`config.mk`:
```
export PLATFORM = sky130hd
export DESIGN_NAME = uart_tx_sched_flat
export DESIGN_NICKNAME = d
export VERILOG_FILES = /design/src/rtl/uart_tx_sched_if.sv /design/src/rtl/uart_tx_sched.sv /design/src/flat_wrapper.sv
export SDC_FILE = /design/constraint.sdc
export NUM_CORES = 1
export LEC_CHECK = 0
export ABC_CLOCK_PERIOD_IN_PS = 2700
export CORE_MARGIN = 4
export CORE_UTILIZATION = 30
export CTS_BUF_LIST = sky130_fd_sc_hd__clkbuf_8
export DETAILED_ROUTE_END_ITERATION = 12
export GPL_TIMING_DRIVEN = 0
export MAX_ROUTING_LAYER = met4
export PLACE_DENSITY = 0.68
export SETUP_SLACK_MARGIN = 0.05
export SYNTH_ARGS = -nofsm -noshare
export SYNTH_HDL_FRONTEND = slang
export SYNTH_SLANG_ARGS = --single-unit
```
`constraint.sdc`:
```
create_clock -name CLK -period 2.7 [get_ports CLK]
set_clock_uncertainty 0.2 [all_clocks]
set_input_delay 0.54 -clock CLK [delete_from_list [all_inputs] [get_ports CLK]]
set_output_delay 0.54 -clock CLK [all_outputs]
set_load 0.005 [all_outputs]
```
`src/rtl/uart_tx_sched_if.sv`:
```
// Requester-side and transmitter-side signals of the UART TX scheduler, bundled as one interface.
// The slave modport is the scheduler's view; master is the clients/transmitter view.
interface uart_tx_sched_if #(
  parameter int unsigned NUM_REQ    = 4,
  parameter int unsigned DATA_WIDTH = 8
);
  localparam int unsigned IdW = (NUM_REQ > 1) ? $clog2(NUM_REQ) : 1;

  logic                          en;
  logic [NUM_REQ-1:0]            req;
  logic [NUM_REQ*DATA_WIDTH-1:0] req_data;
  logic [NUM_REQ-1:0]            gnt;
  logic [IdW-1:0]                grant_id;
  logic [DATA_WIDTH-1:0]         tx_p_data;
  logic                          tx_data_valid;
  logic                          tx_busy;
  logic                          sched_busy;
  logic                          err_timeout;

  modport slave (
    input  en,
    input  req,
    input  req_data,
    input  tx_busy,
    output gnt,
    output grant_id,
    output tx_p_data,
    output tx_data_valid,
    output sched_busy,
    output err_timeout
  );

  modport master (
    output en,
    output req,
    output req_data,
    output tx_busy,
    input  gnt,
    input  grant_id,
    input  tx_p_data,
    input  tx_data_valid,
    input  sched_busy,
    input  err_timeout
  );
endinterface

```
`src/rtl/uart_tx_sched.sv`:
```
// Round-robin scheduler sharing one UART transmitter among NUM_REQ byte requesters.
// Grants one request per frame, strobes the byte to the transmitter and tracks tx_busy.
module uart_tx_sched #(
  parameter int unsigned NUM_REQ      = 4,
  parameter int unsigned DATA_WIDTH   = 8,
  parameter int unsigned BUSY_TIMEOUT = 16
) (
  input  logic           CLK,
  input  logic           RST,
  uart_tx_sched_if.slave bus
);
  localparam int unsigned IdW = (NUM_REQ > 1) ? $clog2(NUM_REQ) : 1;
  localparam int unsigned TmW = $clog2(BUSY_TIMEOUT);

  typedef enum logic [1:0] {
    StIdle,
    StIssue,
    StWaitBusy,
    StWaitDone
  } state_e;

  state_e                r_state;
  state_e                w_state_d;
  logic [IdW-1:0]        r_grant_id;
  logic [IdW-1:0]        w_grant_id_d;
  logic [IdW-1:0]        r_last;
  logic [IdW-1:0]        w_last_d;
  logic [DATA_WIDTH-1:0] r_tx_p_data;
  logic [DATA_WIDTH-1:0] w_tx_p_data_d;
  logic [TmW-1:0]        r_timer;
  logic [TmW-1:0]        w_timer_d;
  logic                  r_err;
  logic                  w_err_d;

  logic [IdW-1:0]        w_pick;
  logic                  w_pick_vld;
  logic [DATA_WIDTH-1:0] w_pick_data;
  logic [NUM_REQ-1:0]    w_gnt;

  function automatic logic [IdW-1:0] rr_idx(input logic [IdW-1:0] base, input int unsigned off);
    int unsigned s;
    s = (int'(base) + off) % NUM_REQ;
    return IdW'(s);
  endfunction

  // Search starts just after the last winner so every requester waits at most NUM_REQ-1 frames.
  always_comb begin
    w_pick     = '0;
    w_pick_vld = 1'b0;
    for (int unsigned off = 1; off <= NUM_REQ; off++) begin
      if (!w_pick_vld && bus.req[rr_idx(r_last, off)]) begin
        w_pick     = rr_idx(r_last, off);
        w_pick_vld = 1'b1;
      end
    end
  end

  assign w_pick_data = bus.req_data[int'(w_pick)*int'(DATA_WIDTH) +: DATA_WIDTH];

  always_comb begin
    w_state_d     = r_state;
    w_grant_id_d  = r_grant_id;
    w_last_d      = r_last;
    w_tx_p_data_d = r_tx_p_data;
    w_timer_d     = r_timer;
    w_err_d       = 1'b0;
    case (r_state)
      StIdle: begin
        if (bus.en && w_pick_vld) begin
          w_grant_id_d  = w_pick;
          w_tx_p_data_d = w_pick_data;
          w_state_d     = StIssue;
        end
      end
      StIssue: begin
        w_last_d  = r_grant_id;
        w_timer_d = '0;
        w_state_d = StWaitBusy;
      end
      StWaitBusy: begin
        // Busy already high on entry (foreign source) counts as the frame having started.
        if (bus.tx_busy) begin
          w_state_d = StWaitDone;
        end else if (r_timer == TmW'(BUSY_TIMEOUT - 1)) begin
          w_err_d   = 1'b1;
          w_state_d = StIdle;
        end else begin
          w_timer_d = r_timer + 1'b1;
        end
      end
      StWaitDone: begin
        if (!bus.tx_busy) begin
          w_state_d = StIdle;
        end
      end
      default: begin
        w_state_d = StIdle;
      end
    endcase
  end

  always_ff @(posedge CLK or negedge RST) begin
    if (!RST) begin
      r_state <= StIdle;
    end else begin
      r_state <= w_state_d;
    end
  end

  always_ff @(posedge CLK or negedge RST) begin
    if (!RST) begin
      r_grant_id  <= '0;
      r_last      <= IdW'(NUM_REQ - 1);
      r_tx_p_data <= '0;
      r_timer     <= '0;
      r_err       <= 1'b0;
    end else begin
      r_grant_id  <= w_grant_id_d;
      r_last      <= w_last_d;
      r_tx_p_data <= w_tx_p_data_d;
      r_timer     <= w_timer_d;
      r_err       <= w_err_d;
    end
  end

  always_comb begin
    w_gnt = '0;
    if (r_state == StIssue) begin
      w_gnt[r_grant_id] = 1'b1;
    end
  end

  assign bus.gnt           = w_gnt;
  assign bus.grant_id      = r_grant_id;
  assign bus.tx_p_data     = r_tx_p_data;
  assign bus.tx_data_valid = (r_state == StIssue);
  assign bus.sched_busy    = (r_state != StIdle);
  assign bus.err_timeout   = r_err;
endmodule

```
`src/flat_wrapper.sv`:
```
// flat-port wrapper written by rule: the top's interface ports become plain ports
module uart_tx_sched_flat 
#(
  parameter int unsigned NUM_REQ      = 4,
  parameter int unsigned DATA_WIDTH   = 8,
  parameter int unsigned BUSY_TIMEOUT = 16
)
  (CLK, RST, bus_en, bus_req, bus_req_data, bus_tx_busy, bus_gnt, bus_grant_id, bus_tx_p_data, bus_tx_data_valid, bus_sched_busy, bus_err_timeout);
  uart_tx_sched_if #(.NUM_REQ(NUM_REQ), .DATA_WIDTH(DATA_WIDTH)) bus_i ();
  input  logic CLK;
  input  logic RST;
  input wire logic [$bits(bus_i.en)-1:0] bus_en;
  input wire logic [$bits(bus_i.req)-1:0] bus_req;
  input wire logic [$bits(bus_i.req_data)-1:0] bus_req_data;
  input wire logic [$bits(bus_i.tx_busy)-1:0] bus_tx_busy;
  output wire logic [$bits(bus_i.gnt)-1:0] bus_gnt;
  output wire logic [$bits(bus_i.grant_id)-1:0] bus_grant_id;
  output wire logic [$bits(bus_i.tx_p_data)-1:0] bus_tx_p_data;
  output wire logic [$bits(bus_i.tx_data_valid)-1:0] bus_tx_data_valid;
  output wire logic [$bits(bus_i.sched_busy)-1:0] bus_sched_busy;
  output wire logic [$bits(bus_i.err_timeout)-1:0] bus_err_timeout;
  assign bus_i.en = bus_en;
  assign bus_i.req = bus_req;
  assign bus_i.req_data = bus_req_data;
  assign bus_i.tx_busy = bus_tx_busy;
  assign bus_gnt = bus_i.gnt;
  assign bus_grant_id = bus_i.grant_id;
  assign bus_tx_p_data = bus_i.tx_p_data;
  assign bus_tx_data_valid = bus_i.tx_data_valid;
  assign bus_sched_busy = bus_i.sched_busy;
  assign bus_err_timeout = bus_i.err_timeout;
  uart_tx_sched #(.NUM_REQ(NUM_REQ), .DATA_WIDTH(DATA_WIDTH), .BUSY_TIMEOUT(BUSY_TIMEOUT)) u_core (.CLK(CLK), .RST(RST), .bus(bus_i));
endmodule
```
==> results of run 1 <==
[power by group]
group / switching (uW) / leakage (uW) / internal, uW
clock network: 99.6 / 0.0000269 / 101
logic: 410 / 0.000541 / 494
registers: 95.2 / 0.000227 / 406
[how the worst max path moves through the flow]
stage | from | cells after the start | endpoint
2_1_floorplan | u_core.r_last[1]$_DFFE_PN1P_ | 7 | u_core.bus.tx_p_data[2]$_DFFE_PN0P_
4_1_cts | u_core.r_state[1]$_DFFE_PN0P_ | 4 | bus_gnt[0]
5_1_grt | bus_req[3] | 5 | u_core.bus.tx_p_data[5]$_DFFE_PN0P_
3_5_place_dp | bus_req[0] | 6 | u_core.bus.tx_p_data[0]$_DFFE_PN0P_
3_3_place_gp | bus_req[0] | 6 | u_core.bus.tx_p_data[2]$_DFFE_PN0P_
6_report | bus_req[0] | 5 | u_core.bus.tx_p_data[5]$_DFFE_PN0P_
[logic make-up (layout without fill, tap and decap cells)]
kind of cell	after synthesis	count (layout)	share of synthesized area, %
AO/OA/AOI/OAI	50	50	30.4
AND/OR/NAND/NOR	36	36	14.5
flip-flops	19	19	36.0
buffers and inverters	11	71	5.56
multiplexers	10	10	7.91
adder cells (fa/ha/maj)	6	6	5.65
[repair_timing]
item,4_1_cts,5_1_grt
gates resized for setup,1,1
setup buffers,0,0
endpoints found under the hold margin,0,0
setup endpoints to repair,1,1
[layer usage]
metal  wire length [um]  up-vias
li1                   -      608
met1               1560      578
met2               1700       40
met3                287        2
met4                 13        0
met5                  0        -
[registers in the layout, indices dropped and copies added (netlist names)]
| register | count |
|---|---|
| u_core.bus.tx_p_data | 8 |
| u_core.r_timer | 4 |
| u_core.bus.grant_id | 2 |
| u_core.r_last | 2 |
| u_core.r_state | 2 |
| u_core.bus.err_timeout | 1 |
[metrics by stage]
| step | power [uW] | instance area, sq um | worst slack, ps | utilization [%] | cells |
|---|---|---|---|---|---|
| floorplan | 1020 | 1330 | 612 | - | 132 |
| global placement | 1410 | 1950 | -255 | 47.1 | 238 |
| detailed placement | 1420 | 1950 | -219 | 47.1 | 238 |
| CTS | 1640 | 2000 | 146 | 48.2 | 242 |
| global route | 1740 | 2000 | 52.4 | 48.3 | 242 |
| finish | 1610 | 2000 | 168 | 48.3 | 242 |
[final cells by class]
type	instances	area, sq um	share of cell area [%]
Tap cell	50	62.6	3.13
Sequential cell	19	478	23.9
Clock inverter	1	3.75	0.188
Buffer	2	40.0	2.00
Multi-Input combinational cell	102	782	39.1
Inverter	9	33.8	1.69
Clock buffer	3	41.3	2.06
Timing Repair Buffer	56	561	28.0
[cells in the final DEF, fill, tap and decap left out, types with 3 or more instances in the layout]
cell,synthesis,final
sky130_fd_sc_hd__clkbuf_8,0,3
sky130_fd_sc_hd__inv_1,9,10
sky130_fd_sc_hd__a21boi_0,9,9
sky130_fd_sc_hd__ha_1,6,5
sky130_fd_sc_hd__nand2_1,8,8
sky130_fd_sc_hd__nand3_1,3,3
sky130_fd_sc_hd__a211oi_1,8,8
sky130_fd_sc_hd__dfrtp_1,17,17
sky130_fd_sc_hd__nor2_1,13,12
sky130_fd_sc_hd__a211oi_2,8,8
sky130_fd_sc_hd__clkdlybuf4s50_1,0,56
sky130_fd_sc_hd__mux2i_1,9,9
sky130_fd_sc_hd__o21ai_0,11,11
sky130_fd_sc_hd__a21oi_1,6,6
==> qor_table.md, run 1 <==
| Quantity | Value |
| --- | --- |
| Outcome | complete, no violations |
| Buffers on Ports | 56 |
| Maximum root-to-sink buffer count | 2 |
| Commonest register cell after synthesis | sky130_fd_sc_hd__dfrtp_1 |
| WP data required | 2610 ps |
| Mean routed wirelength per cell | 14.7 um |
| First-pass iteration count of the detailed router | 4 |
| Number of cells produced by synthesis | 132 |
| Cell area power density | 802 nW/um^2 |
| Hold endpoint | u_core.r_state[1]$_DFFE_PN0P_ |
| Fraction of final layout cells sized beyond drive strength 1 | 13.0% |
| Worst Max-Slew Pin Slew | 888 ps |
| Pin count of the biggest net entering global routing | 20 |
| Timing-limited maximum frequency | 0.395 GHz |
| Post-cts hold buffer count | 0 |
| Cells along the critical path | clkdlybuf4s50_1 -> o41ai_2 -> or2_1 -> nor4_4 -> a211oi_2 |
| Final period demand of the worst path | 2530 ps |
| Placement row count | 23 |
| CTS Buf Count | 3 |
| Area share of the largest cell type after synthesis | 32.0% |
| Endpoints failing hold | 0 |
| Arr. time, crit path | 2440 ps |
| Top post-synthesis cells by count | sky130_fd_sc_hd__dfrtp_1, sky130_fd_sc_hd__nor2_1, sky130_fd_sc_hd__o21ai_0 |
| Most frequently used cell type in the post-synthesis netlist | sky130_fd_sc_hd__dfrtp_1 |
| DRC Markers | 0 |
| Largest delay contributor family on the critical path | simple AND/OR/NAND/NOR gates |
| Slew Limit Fails | 0 |
| Layout-stage area growth over the synthesis result | 50.7% |
| Synth warn | 0 |
| Vertical die dimension | 74.6 um |
| Count of routing violations after the opening detailed-route iteration | 56 |
| Grt total ovfl | 0 |
| Max Fanout on Critical Path | 9 |
| CTS tree | done |
| Setup repair after global routing missed its margin | no |
| Delay of the slowest critical-path stage | 720 ps |
| DR vias/cell | 5.07 |
| Clock latency at the later pin of the worst-skew pair | 260 ps |
| Clock transition at the registers of the reported paths | 80 ps |
| Max-capacitance violation count | 0 |
| M1 GR Usage | 16.3% |
| DR vias | 1,228 |
| Fraction of the yosys area taken by sequential cells | 36.0% |
| Starting utilization of the core area | 32.1% |
| Area of the core | 4140 sq um |
| Kind of end point of the critical path | flip-flop |
| Post-synth EDFFs | 0 |
| Die width | 74.6 um |
| Met3 usage | 3.78% |
| Max-slew headroom at the worst pin | 40.6% |
| Share of synthesized flip-flops with an asynchronous set or reset | 100% |
| Critical Setup Path Class | input port to flip-flop |
| Startpoint kind of the worst setup timing path | input port |
| Antenna Nets Post-Route | 0 |
| Library cell used as clock root buffer | sky130_fd_sc_hd__clkbuf_8 |
| Global-route total usage across every layer | 13.3% |
| Worst IR drop on VDD | 0.325 mV |
| Met2 demand-to-capacity share in global routing | 22.0% |
| Number of endpoints failing setup at the final stage | 0 |
| R2r endpoint | u_core.bus.tx_p_data[5]$_DFFE_PN0P_ |
| First-pass GRT wire length | 5530 um |
| Hold Path Origin | u_core.r_state[1]$_DFFE_PN0P_ |
| IO Pins | 57 |
| Minimum setup slack among reg-to-reg paths | 370 ps |
| Last weighted congestion value of the routability-driven placer | 0.731 |
| Number of inserted diodes | 0 |
| Number of fillers in the final layout | 403 |
| Leakage | 0.000795 uW |
| Biggest area consumer among synthesized cells | sky130_fd_sc_hd__dfrtp_1 |
| Number of instances on the worst hold path | 1 |
| Cells on worst reg2reg path | 6 |
| Most congested layer reported by global routing | met2 |
| Placed wire-length estimate | 2730 um |
| Final routed wirelength across all metal layers | 3560 um |
| Period Utilization, post-route | 93.8% |
| Number of global-route vias before repair | 1,142 |
| Worst flop-to-flop path startpoint | u_core.r_state[0]$_DFFE_PN0P_ |
| Synth cell types | 32 |
| Buffers & Inverters on Critical Path | 1 |
| Worst Hold Slack | 357 ps |
| Initial antenna violation count | 0 |
| Cells taking the most area after synthesis | sky130_fd_sc_hd__dfrtp_1, sky130_fd_sc_hd__a211oi_2, sky130_fd_sc_hd__mux2i_1 |
| Number of sinks on the clock net | 19 |
| Mean post-synth cell area | 10.1 sq um |
| Class of the tightest hold or removal check | flip-flop to flip-flop |
| Summed instance area of the synthesized netlist | 1330 sq um |
| Total die area | 5560 sq um |
| CTS H-Tree Depth | 1 |
| CP max-delay cell | sky130_fd_sc_hd__nor4_4 |
| Number of register bits inferred by synthesis | 19 |
| Net count after synthesis | 178 |
| Final #Nets | 239 |
| Fin Setup TNS | 0 ps |
No activity file was read; power rests on OpenSTA's default activity.
==> run 2: changes to the inputs <==
CAP_MARGIN = 20   (was unset)
MAX_ROUTING_LAYER = unset   (was met4)
==> run 2 against run 1 <==
First-iteration DRC count shrank 32%. Wire length shrank 0.36%. Cell area is the same. Highest routed layer unchanged. Critical endpoint unchanged. Worst setup slack gained 3.1 ps. Critical path depth is the same. Clock power is essentially flat.
==> qor_table.md, run 2 (synthesis results as in run 1) <==
| Quantity | Value |
| --- | --- |
| Outcome | complete, no violations |
| Number of global-route vias before repair | 1,144 |
| DR vias/cell | 5.05 |
| Max-capacitance violation count | 0 |
| Timing-limited maximum frequency | 0.395 GHz |
| Number of endpoints failing setup at the final stage | 0 |
| Starting utilization of the core area | 32.1% |
| Final routed wirelength across all metal layers | 3550 um |
| Number of inserted diodes | 0 |
| Grt total ovfl | 0 |
| Critical Setup Path Class | input port to flip-flop |
| Total die area | 5560 sq um |
| Die width | 74.6 um |
| Most common cell after layout, fill and taps aside | sky130_fd_sc_hd__clkdlybuf4s50_1 |
| IO Pins | 57 |
| Internal Pwr Total | 1000 uW |
| CTS tree | done |
| Part of the total power dissipated in sequential elements | 31.2% |
| Clock Power Share | 12.6% |
| Final cell count without fillers | 242 |
| Layout-stage area growth over the synthesis result | 50.7% |
| Global-route total usage across every layer | 12.9% |
| Top library cells by usage in the layout, fill and taps aside | sky130_fd_sc_hd__clkdlybuf4s50_1, sky130_fd_sc_hd__dfrtp_1, sky130_fd_sc_hd__nor2_1 |
| Library cell used as clock root buffer | sky130_fd_sc_hd__clkbuf_8 |
| Cell area power density | 802 nW/um^2 |
| Buffers on Ports | 56 |
| Final #Nets | 239 |
| Clock latency at the later pin of the worst-skew pair | 260 ps |
| Vertical die dimension | 74.6 um |
| Placed wire-length estimate | 2730 um |
| Startpoint kind of the worst setup timing path | input port |
| Max Fanout on Critical Path | 9 |
| Fraction of final layout cells sized beyond drive strength 1 | 13.0% |
| Leakage | 0.000795 uW |
| Number of sinks on the clock net | 19 |
| WP data required | 2610 ps |
| Total instance count after detailed placement | 238 |
| Slew Limit Fails | 0 |
| Period Utilization, post-route | 93.7% |
| Net switching power figure | 605 uW |
| Placement row count | 23 |
| Mean routed wirelength per cell | 14.7 um |
| Final period demand of the worst path | 2530 ps |
| Worst IR drop on VDD | 0.325 mV |
| Pin count of the biggest net entering global routing | 20 |
| Class of the tightest hold or removal check | flip-flop to flip-flop |
| DRC Markers | 0 |
| Initial antenna violation count | 0 |
| Clock transition at the registers of the reported paths | 80 ps |
| Worst Hold Slack | 356 ps |
| Number of flip-flops in the largest register | 8 |
| First-pass iteration count of the detailed router | 4 |
| CTS H-Tree Depth | 1 |
| Setup repair after global routing missed its margin | no |
| Antenna Nets Post-Route | 0 |
| Maximum root-to-sink buffer count | 2 |
| Worst Max-Slew Pin Slew | 886 ps |
| First-pass GRT wire length | 5520 um |
| Kind of end point of the critical path | flip-flop |
| Arr. time, crit path | 2440 ps |
| Area of the core | 4140 sq um |
| Comb power frac | 56.3% |
| DR vias | 1,222 |
| Last weighted congestion value of the routability-driven placer | 0.723 |
| CTS Buf Count | 3 |
| Max-slew headroom at the worst pin | 40.7% |
| Count of routing violations after the opening detailed-route iteration | 38 |
| Endpoints failing hold | 0 |
| Net switching share of the total power | 37.7% |
-- run 2: cell counts in the layout (fill, tap and decap cells not counted) --
No cell type changed its count.
-- run 2: path summary, 6_finish.rpt --
| check | startpoint | endpoint | slack (ps) | depth (start not counted) |
|---|---|---|---|---|
| max | bus_req[0] | u_core.bus.tx_p_data[5]$_DFFE_PN0P_ | 170 | 5 |
| max reg2reg | u_core.r_state[0]$_DFFE_PN0P_ | u_core.bus.tx_p_data[5]$_DFFE_PN0P_ | 370 | 6 |
| min | u_core.r_state[1]$_DFFE_PN0P_ | u_core.r_state[1]$_DFFE_PN0P_ | 360 | 1 |
| min in group asynchronous | RST | u_core.bus.tx_p_data[5]$_DFFE_PN0P_ | 570 | 1 |
| max in group asynchronous | RST | u_core.r_timer[0]$_DFFE_PN0P_ | 1170 | 1 |
| min reg2reg | u_core.r_state[1]$_DFFE_PN0P_ | u_core.r_state[1]$_DFFE_PN0P_ | 360 | 1 |
-- run 2: layer usage --
layer	part of all wire, %	routed length, um	GRT usage, %
met5	0	0	0
met4	0.31	11	2.37
met3	8.7	310	3.78
met2	48	1710	22.0
met1	43	1520	16.3
-- run 2: timing repair --
item,in CTS,in global routing
hold buffers,0,0
setup buffers,0,0
setup endpoints to repair,1,1
resized for setup,1,1
hold endpoints to repair,0,0
-- run 2: area by class of cell --
class / instances / area (sq um)
Buffer: 2 / 40.0
Clock buffer: 3 / 41.3
Clock inverter: 1 / 3.75
Fill cell: 403 / 2140
Inverter: 9 / 33.8
Multi-Input combinational cell: 102 / 782
Sequential cell: 19 / 478
Tap cell: 50 / 62.6
Timing Repair Buffer: 56 / 561
-- run 2: worst max-delay path: stages --
cell and delay (ps):
sky130_fd_sc_hd__clkdlybuf4s50_1 580, sky130_fd_sc_hd__o41ai_2 140, sky130_fd_sc_hd__or2_1 290, sky130_fd_sc_hd__nor4_4 720, sky130_fd_sc_hd__a211oi_2 160
-- run 2: power by group through the flow --
stage               combinational (uW)  clock [uW]  sequential [uW]
finish                             904         202              500
global route                      1000         223              517
CTS                                921         213              502
detailed placement                 916           0              507
global placement                   906           0              500
floorplan                          529           0              495
-- run 2: per-stage QoR --
stage                     utilization, %  setup slack, ps  TNS, ps  instance area [sq um]  power, uW
after floorplan                        -              612        0                   1330       1020
after global placement              47.1             -255    -1910                   1950       1410
after detailed placement            47.1             -219    -1570                   1950       1420
after CTS                           48.2              146        0                   2000       1640
after global routing                48.3             52.4        0                   2000       1740
final                               48.3              171        0                   2000       1610
==> run 3: changes to the inputs <==
CORE_MARGIN = unset   (was 4)
HOLD_SLACK_MARGIN = 0.12   (was unset)
==> run 3 against run 2 <==
Sequential power about the same. Via count unchanged. Register-to-register slack about the same. Fmax decreased by 1.1%. Wire length increased by 0.65%. Worst setup slack got worse by 29 ps. Sequential share of layout area about the same. Hold slack got worse by 11 ps. Critical path type is now flip-flop to primary output. Highest routed layer unchanged.
==> qor_table.md, run 3 (synthesis results as in run 1) <==
| Quantity | Value |
| --- | --- |
| Outcome | complete, no violations |
| Setup repair after global routing missed its margin | no |
| Area of the core | 4120 sq um |
| CTS H-Tree Depth | 1 |
| Uppermost metal layer occupied by signal nets | met4 |
| Last weighted congestion value of the routability-driven placer | 0.807 |
| Clock transition at the registers of the reported paths | 70 ps |
| Met1 Routed Length | 1490 um |
| Total instance count after detailed placement | 238 |
| Cells along the critical path | inv_1 -> ha_1 -> nor3b_1 -> clkdlybuf4s50_1 |
| Number of inserted diodes | 0 |
| Class of the tightest hold or removal check | flip-flop to flip-flop |
| Number of flip-flops in the largest register | 8 |
| Pin count of the biggest net entering global routing | 20 |
| Starting utilization of the core area | 32.3% |
| DRC Markers | 0 |
| Buffers on Ports | 56 |
| Vertical die dimension | 68.6 um |
| Final routed wirelength across all metal layers | 3570 um |
| Leakage | 0.000797 uW |
| Final cell count without fillers | 242 |
| Buffer count from post-CTS setup fixing | 0 |
| Worst IR drop on VDD | 0.307 mV |
| Comb power frac | 57.2% |
| Worst Max-Slew Pin Slew | 851 ps |
| Total met2 wirelength after detailed routing | 1840 um |
| Placed wire-length estimate | 2860 um |
| Top library cells by usage in the layout, fill and taps aside | sky130_fd_sc_hd__clkdlybuf4s50_1, sky130_fd_sc_hd__dfrtp_1, sky130_fd_sc_hd__nor2_1 |
| Fraction of final layout cells sized beyond drive strength 1 | 12.5% |
| Timing-limited maximum frequency | 0.391 GHz |
| CTS Buf Count | 3 |
| Global-route total usage across every layer | 15.7% |
| Part of the total power dissipated in sequential elements | 31.0% |
| Layout-stage area growth over the synthesis result | 50.5% |
| IO Pins | 57 |
| First-pass iteration count of the detailed router | 4 |
| Placement row count | 23 |
| Antenna Nets Post-Route | 0 |
| Number of sinks on the clock net | 19 |
| Buffers & Inverters on Critical Path | 2 |
| Critical Setup Path Class | flip-flop to primary output |
| Post-cts hold buffer count | 0 |
| Most common cell after layout, fill and taps aside | sky130_fd_sc_hd__clkdlybuf4s50_1 |
| Number of endpoints failing setup at the final stage | 0 |
| Worst Hold Slack | 345 ps |
| Internal Pwr Total | 999 uW |
| Routed wl met3 | 192 um |
| Number of fillers in the final layout | 375 |
| Clock Power Share | 11.8% |
| Clock latency at the later pin of the worst-skew pair | 250 ps |
| WP data required | 1960 ps |
| Net switching share of the total power | 38.1% |
| Slew Limit Fails | 0 |
| Cell area after placement | 1950 sq um |
| Max-slew headroom at the worst pin | 43.1% |
| Count of routing violations after the opening detailed-route iteration | 40 |
| Grt total ovfl | 0 |
| Final period demand of the worst path | 2560 ps |
| First-pass GRT wire length | 5460 um |
| Max-capacitance violation count | 0 |
| Arr. time, crit path | 1820 ps |
| Kind of end point of the critical path | primary output |
| Final #Nets | 239 |
| Mean routed wirelength per cell | 14.8 um |
| Library cell used as clock root buffer | sky130_fd_sc_hd__clkbuf_8 |
| Max Fanout on Critical Path | 7 |
| DR vias/cell | 5.05 |
| CTS tree | done |
| Initial antenna violation count | 0 |
| Total die area | 4700 sq um |
| Delay of the slowest critical-path stage | 540 ps |
| DR vias | 1,222 |
| Net switching power figure | 615 uW |
| Largest delay contributor family on the critical path | buffers and inverters |
| Number of global-route vias before repair | 1,191 |
| Maximum root-to-sink buffer count | 2 |
| Non-Filler Cell Area, Final | 2000 sq um |
| CP max-delay cell | sky130_fd_sc_hd__clkdlybuf4s50_1 |
| Die width | 68.6 um |
| Startpoint kind of the worst setup timing path | flip-flop |
| Cell area power density | 807 nW/um^2 |
| Period Utilization, post-route | 94.7% |
| Endpoints failing hold | 0 |
## run 3: path summary, 6_finish.rpt
path	startpoint	endpoint	slack [ps]	cells after the start
min in group asynchronous	RST	u_core.r_state[1]$_DFFE_PN0P_	580	1
worst max-delay path	u_core.r_state[1]$_DFFE_PN0P_	bus_gnt[0]	140	4
worst max register to register	u_core.r_state[0]$_DFFE_PN0P_	u_core.bus.tx_p_data[1]$_DFFE_PN0P_	380	7
worst min register to register	u_core.r_state[1]$_DFFE_PN0P_	u_core.r_state[1]$_DFFE_PN0P_	350	1
max in group asynchronous	RST	u_core.bus.tx_p_data[1]$_DFFE_PN0P_	1200	1
worst min-delay path	u_core.r_state[1]$_DFFE_PN0P_	u_core.r_state[1]$_DFFE_PN0P_	350	1
## run 3: per-stage QoR
stage                     worst slack [ps]  power, uW  util, %  setup TNS, ps
after global placement                -240       1390     47.4          -1780
after global routing                  58.0       1740     48.6              0
after CTS                              123       1640     48.6              0
after detailed placement              -311       1440     47.4          -2140
final                                  142       1610     48.6              0
after floorplan                        612       1020        -              0
## run 3: repair_timing
item                       CTS  global route
resized for setup            1             0
setup endpoints to repair    8             4
pin swaps                    0             1
## run 3: power groups by stage
stage               sequential, uW  combinational [uW]  clock (uW)
global route                   518                1020         205
global placement               497                 892           0
CTS                            502                 938         195
finish                         501                 923         190
floorplan                      495                 529           0
detailed placement             508                 930           0
## run 3: layout make-up
type	instances	area [sq um]	share of cell area, %
buffer	2	40.0	2.00
clock buffer	3	41.3	2.07
clock inverter	1	3.75	0.188
inverter	9	33.8	1.69
multi-input combinational	102	779	39.0
sequential	19	478	23.9
tap	50	62.6	3.13
timing repair buffer	56	561	28.0
## run 3: metal layers
layer / up-vias / global-route usage [%]
li1: 608 / -
met4: 0 / 4.69
met3: 6 / 2.47
met5: - / 0
met2: 30 / 29.5
met1: 578 / 18.0
